## src/rtl/if_prefetch_stage.sv

```systemverilog
`timescale 1ns/1ps
// if_prefetch_stage
//   Instruction-fetch stage. It fetches words from instruction memory over a
//   req/ack handshake and buffers them in a DEPTH-entry prefetch queue. The
//   queue head is presented to decode as Instruction/PC. The head is held
//   while decode asserts freeze. A taken branch flushes the queue and
//   redirects the fetch PC.
//
// Optional feature: define IF_PERF_CNT_EN to add the stall_cnt/flush_cnt
//   performance counters. Both counters saturate.
//
// Ports
//   clk, rst          clock (rising edge); asynchronous active-high reset
//   freeze            decode stall; the head entry is held
//   branch_taken      redirect request; takes priority over everything else
//   branch_addr       redirect target (word aligned)
//   imem_req/addr     fetch request; held with a stable address until imem_ack
//   imem_ack/rdata    memory accepted the request; rdata is valid this cycle
//   Instruction, PC   head word and head address + 4 (NOP_INST / 0 when empty)
//   inst_valid        queue not empty
//   stall_cnt         cycles with freeze & inst_valid (IF_PERF_CNT_EN only)
//   flush_cnt         branch_taken cycles (IF_PERF_CNT_EN only)
module if_prefetch_stage #(
  parameter int unsigned DEPTH    = 4,
  parameter logic [31:0] RESET_PC = 32'h0000_0000,
  parameter logic [31:0] NOP_INST = 32'hE1A0_0000
) (
  input  logic        clk,
  input  logic        rst,
  input  logic        freeze,
  input  logic        branch_taken,
  input  logic [31:0] branch_addr,
  output logic        imem_req,
  output logic [31:0] imem_addr,
  input  logic        imem_ack,
  input  logic [31:0] imem_rdata,
  output logic [31:0] Instruction,
  output logic [31:0] PC,
  output logic        inst_valid
`ifdef IF_PERF_CNT_EN
  ,
  output logic [31:0] stall_cnt,
  output logic [31:0] flush_cnt
`endif
);

  localparam int PW = $clog2(DEPTH);
  localparam int CW = $clog2(DEPTH + 1);

  typedef struct packed {
    logic [31:0] addr;
    logic [31:0] word;
  } entry_t;

  typedef enum logic [1:0] {IDLE, REQ, DISCARD} state_t;

  state_t          state, state_nxt;
  logic [31:0]     fetch_pc, fetch_pc_nxt;
  logic [31:0]     disc_addr;
  entry_t          q_mem [DEPTH];
  entry_t          head;
  logic [PW-1:0]   rd_ptr, wr_ptr;
  logic [CW-1:0]   count, count_nxt;
  logic            push, pop;

  // Queue control. A branch suppresses both push and pop: the data in
  // flight belongs to the wrong path and the head is about to be flushed.
  assign push = (state == REQ) & imem_ack & ~branch_taken;
  assign pop  = inst_valid & ~freeze & ~branch_taken;

  always_comb begin
    count_nxt = count;
    if (branch_taken)
      count_nxt = '0;
    else
      count_nxt = count + CW'(push) - CW'(pop);
  end

  // Fetch FSM: at most one request outstanding. Entry into REQ is gated on
  // the post-update occupancy, so the outstanding request always owns a slot.
  always_comb begin
    state_nxt    = state;
    fetch_pc_nxt = fetch_pc;
    case (state)
      IDLE: begin
        if (count_nxt < CW'(DEPTH)) state_nxt = REQ;
      end
      REQ: begin
        if (imem_ack) begin
          if (!branch_taken) fetch_pc_nxt = fetch_pc + 32'd4;
          state_nxt = (count_nxt < CW'(DEPTH)) ? REQ : IDLE;
        end else if (branch_taken) begin
          // Request cannot be withdrawn; wait for its ack and drop the data.
          state_nxt = DISCARD;
        end
      end
      DISCARD: begin
        if (imem_ack) state_nxt = REQ;
      end
      default: state_nxt = IDLE;
    endcase
    if (branch_taken) fetch_pc_nxt = branch_addr;
  end

  always_ff @(posedge clk or posedge rst) begin
    if (rst) begin
      state    <= IDLE;
      fetch_pc <= RESET_PC;
    end else begin
      state    <= state_nxt;
      fetch_pc <= fetch_pc_nxt;
    end
  end

  // fetch_pc may be retargeted while a discarded request is still pending,
  // so the pending address is kept separately to hold imem_addr stable.
  always_ff @(posedge clk or posedge rst) begin
    if (rst)
      disc_addr <= RESET_PC;
    else if (state == REQ && state_nxt == DISCARD)
      disc_addr <= fetch_pc;
  end

  assign imem_req  = (state != IDLE);
  assign imem_addr = (state == DISCARD) ? disc_addr : fetch_pc;

  // Queue pointers and occupancy.
  always_ff @(posedge clk or posedge rst) begin
    if (rst) begin
      rd_ptr <= '0;
      wr_ptr <= '0;
      count  <= '0;
    end else if (branch_taken) begin
      rd_ptr <= '0;
      wr_ptr <= '0;
      count  <= '0;
    end else begin
      if (push) wr_ptr <= wr_ptr + PW'(1);
      if (pop)  rd_ptr <= rd_ptr + PW'(1);
      count <= count_nxt;
    end
  end

  // Storage carries no reset; occupancy alone decides what is valid.
  always_ff @(posedge clk) begin
    if (push) q_mem[wr_ptr] <= '{addr: imem_addr, word: imem_rdata};
  end

  assign head        = q_mem[rd_ptr];
  assign inst_valid  = (count != '0);
  assign Instruction = inst_valid ? head.word : NOP_INST;
  assign PC          = inst_valid ? head.addr + 32'd4 : 32'd0;

`ifdef IF_PERF_CNT_EN
  always_ff @(posedge clk or posedge rst) begin
    if (rst) begin
      stall_cnt <= '0;
      flush_cnt <= '0;
    end else begin
      if (freeze && inst_valid && stall_cnt != 32'hFFFF_FFFF)
        stall_cnt <= stall_cnt + 32'd1;
      if (branch_taken && flush_cnt != 32'hFFFF_FFFF)
        flush_cnt <= flush_cnt + 32'd1;
    end
  end
`endif

endmodule

```

## config.mk

```make
export PLATFORM = sky130hd
export DESIGN_NAME = if_prefetch_stage
export DESIGN_NICKNAME = d
export VERILOG_FILES = /design/src/rtl/if_prefetch_stage.sv
export SDC_FILE = /design/constraint.sdc
export NUM_CORES = 1
export LEC_CHECK = 0
export ABC_AREA = 1
export BUFFER_PORTS_ARGS = -buffer_cell sky130_fd_sc_hd__buf_2
export CORE_MARGIN = 2
export CORE_UTILIZATION = 43
export CTS_BUF_LIST = sky130_fd_sc_hd__clkbuf_4
export CTS_CLUSTER_SIZE = 20
export DETAILED_ROUTE_END_ITERATION = 10
export HOLD_SLACK_MARGIN = 0.05
export SLEW_MARGIN = 0
export SYNTH_ARGS = -nofsm -noshare
export SYNTH_HDL_FRONTEND = slang
export SYNTH_SLANG_ARGS = --single-unit
```

## constraint.sdc

```tcl
create_clock -name clk -period 4.6 [get_ports clk]
set_input_delay 0.92 -clock clk [delete_from_list [all_inputs] [get_ports clk]]
set_output_delay 0.92 -clock clk [all_outputs]
set_load 0.03 [all_outputs]
```

==> summary.txt, run 1 <==
Outcome -> finished clean
IO buf count -> 166
Max_slew headroom -> 0.326
Share of cells above drive strength 1 -> 0.175
Post-synth EDFFs -> 256
Boundary pin count -> 167
DIE WIDTH -> 194 µm
Yosys warnings -> 0
Max stage delay on crit path -> 0.58 ns
Seq/Total Area, Yosys -> 0.613
Die H -> 194 µm
DP Wirelength -> 28400 µm
Worst slew pin tran -> 1.00 ns
Hold buffers post-CTS -> 0
Top cell type by total area after synthesis -> edfxtp_1
Post-Place Cell Area -> 16800 µm²
Dominant synthesized flop cell -> edfxtp_1
Mapped cell area -> 15500 µm²
Critical Path RT -> 3.68 ns
GRT overflow -> 0
Share of the synthesized area in the top cell type -> 0.495
Number of buffers created by CTS -> 83
Die area -> 37600 µm²
Initial antenna violation count -> 4
Synth area leaders -> edfxtp_1 (50%), nand2_1 (13%), dfrtp_1 (12%)
CP Class -> reg2out
Pwr/cell area -> 595 nW/µm²
Crit. End Element -> primary output
Pleak -> 7.51 nW
Final setup vio count -> 0
Max Clock Freq -> 233 MHz
Crit path cell chain -> inv_8 > nor2_1 > nor2_1 > o21ai_1 > nand2_1 > ha_1 > inv_1 > nor2_2 > nand2_1 > nor2_1 > nand2_1 > nand2_1 > nand2_1 > nor2_1 > buf_2
Cell family with most CP delay -> simple AND/OR/NAND/NOR gates
Seq cells post-synth -> 329
Worst Path Buf+Inv -> 3
Final wirelength -> 41800 µm
Max IR drop VDD -> 0.517 mV
CTS Sinks -> 329
Max Buffers Root-to-Sink -> 3
Largest net degree at the start of global routing -> 121
H-tree Lvls -> 3
CTS tree -> yes
GPL Wtd Cong -> 0.941
MaxCap Viol Count -> 0
Worst min path class -> in2async
First-pass GRT wire length -> 65300 µm
# rows -> 69
P&R area growth vs syn -> 15.2%
Async SR Flop Fraction -> 0.222
Synthesized Nets -> 1774
Vias/cell -> 5.11
Core footprint -> 35600 µm²
DR iter-0 viols -> 1017
Cells after Synth -> 1696
Final nets -> 1971
Fin. max-slew vios -> 0
Mean Syn Cell Area -> 9.15 µm²
Vias -> 12288
Most common cell after layout, fill and taps aside -> nand2_1
Fin crit share -> 0.933
Reg-to-reg slack, setup -> 1.65 ns
Netlist cell types -> 35
Critical path data arrival time -> 3.37 ns
Hold Violations, Final -> 0
CP dominant cell by count -> nand2_1
Clock Latency Late Sink -> 0.72 ns
Tmin final -> 4.29 ns
Commonest non-fill, non-tap cells in the layout -> nand2_1 (525), nor2_1 (264), edfxtp_1 (256)
Final Cell Area -> 17900 µm²
Drt drc -> 0
Slowest CP cell -> dfrtp_4
CP Launch Type -> flip-flop
Clk_skew -> 0.0558 ns
Average wire per standard cell -> 17.4 µm
Number of global-route vias before repair -> 11861
Pre-antenna DRT Iters -> 6
Overall power -> 10.6 mW
Crit Path Max Fanout -> 48
Clk pin slew, worst setup/hold paths -> 0.06 ns
Setup TNS -> 0 ns
Initial Utilization -> 0.436
Gr usage total -> 0.223
Clk Tree Root Cell -> clkbuf_4
Routed Antenna Nets -> 0
==> per-layer routing <==
layer	up-vias	track usage	wire length, µm
li1	6083	-	-
met1	5772	0.311	19200
met2	363	0.353	19200
met3	66	0.0417	2520
met4	4	0.0724	830
met5	-	0	27
==> state kept, by name (all words and copies together), names as in the netlist <==
name	count
q_mem	256
disc_addr	32
fetch_pc	32
count	3
rd_ptr	2
state	2
wr_ptr	2
==> Yosys cell counts, types with 4 or more instances <==
cell,count
buf_2,16
o211ai_1,12
nand2_1,525
clkbuf_1,41
inv_1,101
a21oi_1,38
buf_4,7
o311ai_0,6
dfrtp_1,73
ha_1,8
nand3_1,88
buf_6,4
nand4_1,17
nor3_1,20
buf_1,8
edfxtp_1,256
nor2_1,270
nor2_2,6
xor2_1,23
o221ai_1,7
o21ai_0,150
==> final timing paths <==
check | startpoint | end | cells past startpoint
setup / recovery | rd_ptr[0]$_DFFE_PP0P_ | PC[30] | 15
hold / removal | rst | fetch_pc[14]$_DFFE_PP0P_ | 2
hold reg to reg | disc_addr[0]$_DFFE_PP0P_ | disc_addr[0]$_DFFE_PP0P_ | 2
max in group asynchronous | rst | fetch_pc[15]$_DFFE_PP0P_ | 3
min in group clk | imem_ack | state[1]$_DFF_PP0_ | 2
setup reg to reg | state[1]$_DFF_PP0_ | state[0]$_DFF_PP0_ | 13
==> final cells by class <==
| cell class | count | area [µm²] |
|---|---|---|
| sequential | 329 | 9520 |
| fill | 3409 | 17700 |
| tap | 461 | 577 |
| timing repair buffer | 189 | 1080 |
| antenna | 1 | 2.50 |
| clock buffer | 124 | 931 |
| inverter | 106 | 405 |
| multi-input combinational | 1184 | 5280 |
| clock inverter | 13 | 80.1 |
==> per-stage QoR <==
| step | hold WS [ns] | setup WS [ns] | utilization | instances |
|---|---|---|---|---|
| 5_1_grt | 0.330 | -0.0272 | 0.502 | 2407 |
| 6_report | 0.311 | 0.308 | 0.502 | 2407 |
| 3_3_place_gp | 0.466 | 0.936 | 0.474 | 2269 |
| 3_5_place_dp | 0.473 | 0.905 | 0.474 | 2269 |
| 4_1_cts | 0.293 | 0.129 | 0.502 | 2406 |
| 2_1_floorplan | 0.453 | -0.152 | - | 1696 |
==> kinds of logic (layout without fill, tap and decap cells) <==
family | count (synthesis) | in the layout | share of synthesized area
AND/OR/NAND/NOR | 933 | 933 | 0.239
flip-flops | 329 | 329 | 0.613
AO/OA/AOI/OAI | 219 | 219 | 0.0767
buffers and inverters | 183 | 432 | 0.0502
XOR/XNOR | 23 | 23 | 0.0130
adder cells (fa/ha/maj) | 9 | 9 | 0.00774
other | 0 | 1 | 0
==> power by group <==
part / switching (mW) / internal (mW)
Sequential: 0.202 / 3.66
Combinational: 3.32 / 1.07
Clock: 1.11 / 1.27
==> repair_timing <==
action / in CTS / in global routing
setup endpoints to repair: 0 / 13
gates resized for setup: 0 / 4
buffers inserted: 0 / 0
Note: power is estimated with default switching activity, not from simulation.
==> run 2: changes to the inputs <==
--- a/config.mk
+++ b/config.mk
@@ -5,7 +5,7 @@
 export SDC_FILE = /design/constraint.sdc
 export NUM_CORES = 1
 export LEC_CHECK = 0
-export ABC_AREA = 1
+export ABC_AREA = 0
 export BUFFER_PORTS_ARGS = -buffer_cell sky130_fd_sc_hd__buf_2
 export CORE_MARGIN = 2
 export CORE_UTILIZATION = 43
==> summary.txt, run 2 <==
Boundary pin count -> 167
Crit path cell chain -> buf_4 > mux4_2 > nand4_2 > or4_4 > or3_1 > a21oi_1 > buf_2
DR iter-0 viols -> 507
Clk Tree Root Cell -> clkbuf_4
Worst slew pin tran -> 1.04 ns
Hold Violations, Final -> 0
Max Buffers Root-to-Sink -> 3
Gr usage total -> 0.186
Vias/cell -> 5.17
Final nets -> 1180
Max stage delay on crit path -> 0.65 ns
Reg-to-reg startpoint -> count[1]$_DFF_PP0_
Cells after Synth -> 876
Synth area leaders -> edfxtp_1 (54%), dfrtp_1 (13%), mux4_2 (8.6%)
Cell family with most CP delay -> simple AND/OR/NAND/NOR gates
Setup TNS -> 0 ns
Max Clock Freq -> 225 MHz
Worst Path Buf+Inv -> 2
IO buf count -> 166
CTS tree -> yes
Cell Count, Final, Fillers Out -> 1602
Final wirelength -> 31300 µm
Number of global-route vias before repair -> 8603
Fin. max-slew vios -> 0
Reg2reg end -> state[0]$_DFF_PP0_
Drt drc -> 0
H-tree Lvls -> 3
DP Wirelength -> 19500 µm
Core footprint -> 32500 µm²
Max IR drop VDD -> 0.279 mV
Largest register FFs -> 256
Critical path data arrival time -> 3.53 ns
CP Launch Type -> flip-flop
Hold buffers post-CTS -> 0
Crit. path cell count -> 7
CTS Sinks -> 329
Synthesized Nets -> 954
RSZ-0062 raised after global routing -> false
# rows -> 66
Pre-antenna DRT Iters -> 4
Fin crit share -> 0.967
Post-synth EDFFs -> 256
Netlist cell types -> 54
Slowest CP cell -> or4_4
Top cells by count, synth -> edfxtp_1 (256), dfrtp_1 (73), mux2_2 (67)
GPL Wtd Cong -> 0.854
Initial Utilization -> 0.436
Largest registers -> q_mem x256, disc_addr x32, fetch_pc x32
Max_slew headroom -> 0.304
Pleak -> 6.13 nW
Top-count cell post-synth -> edfxtp_1
Mapped cell area -> 14200 µm²
Commonest non-fill, non-tap cells in the layout -> edfxtp_1 (256), buf_2 (166), clkbuf_4 (124)
Dominant synthesized flop cell -> edfxtp_1
Crit Path Max Fanout -> 10
Worst min path class -> in2async
Top cell type by total area after synthesis -> edfxtp_1
Average wire per standard cell -> 19.5 µm
Pwr/cell area -> 555 nW/µm²
Mean Syn Cell Area -> 16.2 µm²
Outcome -> finished clean
Clock Latency Late Sink -> 0.69 ns
Final setup vio count -> 0
Reg-to-reg slack, setup -> 1.76 ns
Routed Antenna Nets -> 0
Initial antenna violation count -> 2
Clk_skew -> 0.0282 ns
First-pass GRT wire length -> 48000 µm
DP Cell Count -> 1452
Seq/Total Area, Yosys -> 0.670
Cell depth of the worst flop-to-flop path -> 12
DIE WIDTH -> 186 µm
Die area -> 34500 µm²
Overall power -> 9.19 mW
CP Class -> reg2out
Vias -> 8281
Seq cells post-synth -> 329
Share of the synthesized area in the top cell type -> 0.541
Async SR Flop Fraction -> 0.222
Number of buffers created by CTS -> 86
MaxCap Viol Count -> 0
P&R area growth vs syn -> 16.7%
Largest net degree at the start of global routing -> 74
Tmin final -> 4.45 ns
Yosys warnings -> 0
GRT overflow -> 0
Clk pin slew, worst setup/hold paths -> 0.07 ns
Die H -> 186 µm
Most common cell after layout, fill and taps aside -> edfxtp_1
Largest reg by FF count -> q_mem
Share of cells above drive strength 1 -> 0.403
Critical Path RT -> 3.68 ns
Crit. End Element -> primary output
run 2: kinds of logic (layout without fill, tap and decap cells):
logic type / count (synthesis) / in the layout / synth area share
other: 0 / 2 / 0
DFF: 329 / 329 / 0.670
and+or+nand+nor: 237 / 237 / 0.0900
adders and majority gates: 9 / 9 / 0.00846
AOI/OAI and AO/OA: 57 / 57 / 0.0249
xor gates and xnor gates: 38 / 38 / 0.0234
buffers and inverters: 69 / 351 / 0.0229
muxes: 137 / 137 / 0.160
run 2: repair_timing:
action | CTS | global route
resized for setup | 2 | 3
buffers inserted | 1 | 3
endpoints found under the hold margin | 0 | 0
endpoints found under the setup margin | 8 | 6
run 2: how the worst max path moves through the flow:
| stage | from | end | slack [ns] |
|---|---|---|---|
| 2_1_floorplan | rd_ptr[0]$_DFFE_PP0P_ | PC[22] | 0.71 |
| 3_3_place_gp | rd_ptr[0]$_DFFE_PP0P_ | PC[17] | 0.70 |
| 3_5_place_dp | rd_ptr[0]$_DFFE_PP0P_ | PC[22] | 0.65 |
| 4_1_cts | rd_ptr[0]$_DFFE_PP0P_ | PC[22] | -0.01 |
| 5_1_grt | rd_ptr[0]$_DFFE_PP0P_ | PC[21] | 0.01 |
| 6_report | rd_ptr[0]$_DFFE_PP0P_ | PC[21] | 0.15 |
run 2: final cells by class:
type | instances | area (µm²)
inverter | 23 | 86.3
sequential | 329 | 9520
multi-input combinational | 478 | 4400
fill | 2881 | 16000
timing repair buffer | 184 | 1000
clock inverter | 20 | 82.6
tap | 442 | 553
clock buffer | 124 | 931
antenna | 2 | 5.00
run 2: metrics by stage:
| stage | util | area (µm²) | setup WS (ns) | hold slack, ns |
|---|---|---|---|---|
| after global placement | 0.476 | 15500 | 0.698 | 0.485 |
| after CTS | 0.508 | 16500 | -0.0129 | 0.248 |
| after floorplan | - | 14200 | 0.714 | 0.477 |
| after detailed placement | 0.476 | 15500 | 0.648 | 0.492 |
| final | 0.509 | 16600 | 0.151 | 0.282 |
| after global routing | 0.509 | 16600 | 0.0148 | 0.269 |
run 2: per-layer routing:
metal / part of all wire / global-route usage / wire, µm / vias to the layer above
met1: 0.45 / 0.257 / 14200 / 4078
met2: 0.46 / 0.289 / 14500 / 277
met5: 0 / 0 / 0 / -
li1: - / - / - / 3870
met3: 0.059 / 0.0421 / 1840 / 56
met4: 0.023 / 0.0699 / 734 / 0
run 2: power by group:
| group | leakage, nW | switching [mW] | internal [mW] | total [mW] |
|---|---|---|---|---|
| registers | 3.22 | 0.176 | 3.59 | 3.77 |
| clock network | 0.616 | 1.12 | 1.23 | 2.35 |
| logic | 2.30 | 1.94 | 1.14 | 3.07 |
| total | 6.13 | 3.24 | 5.96 | 9.19 |
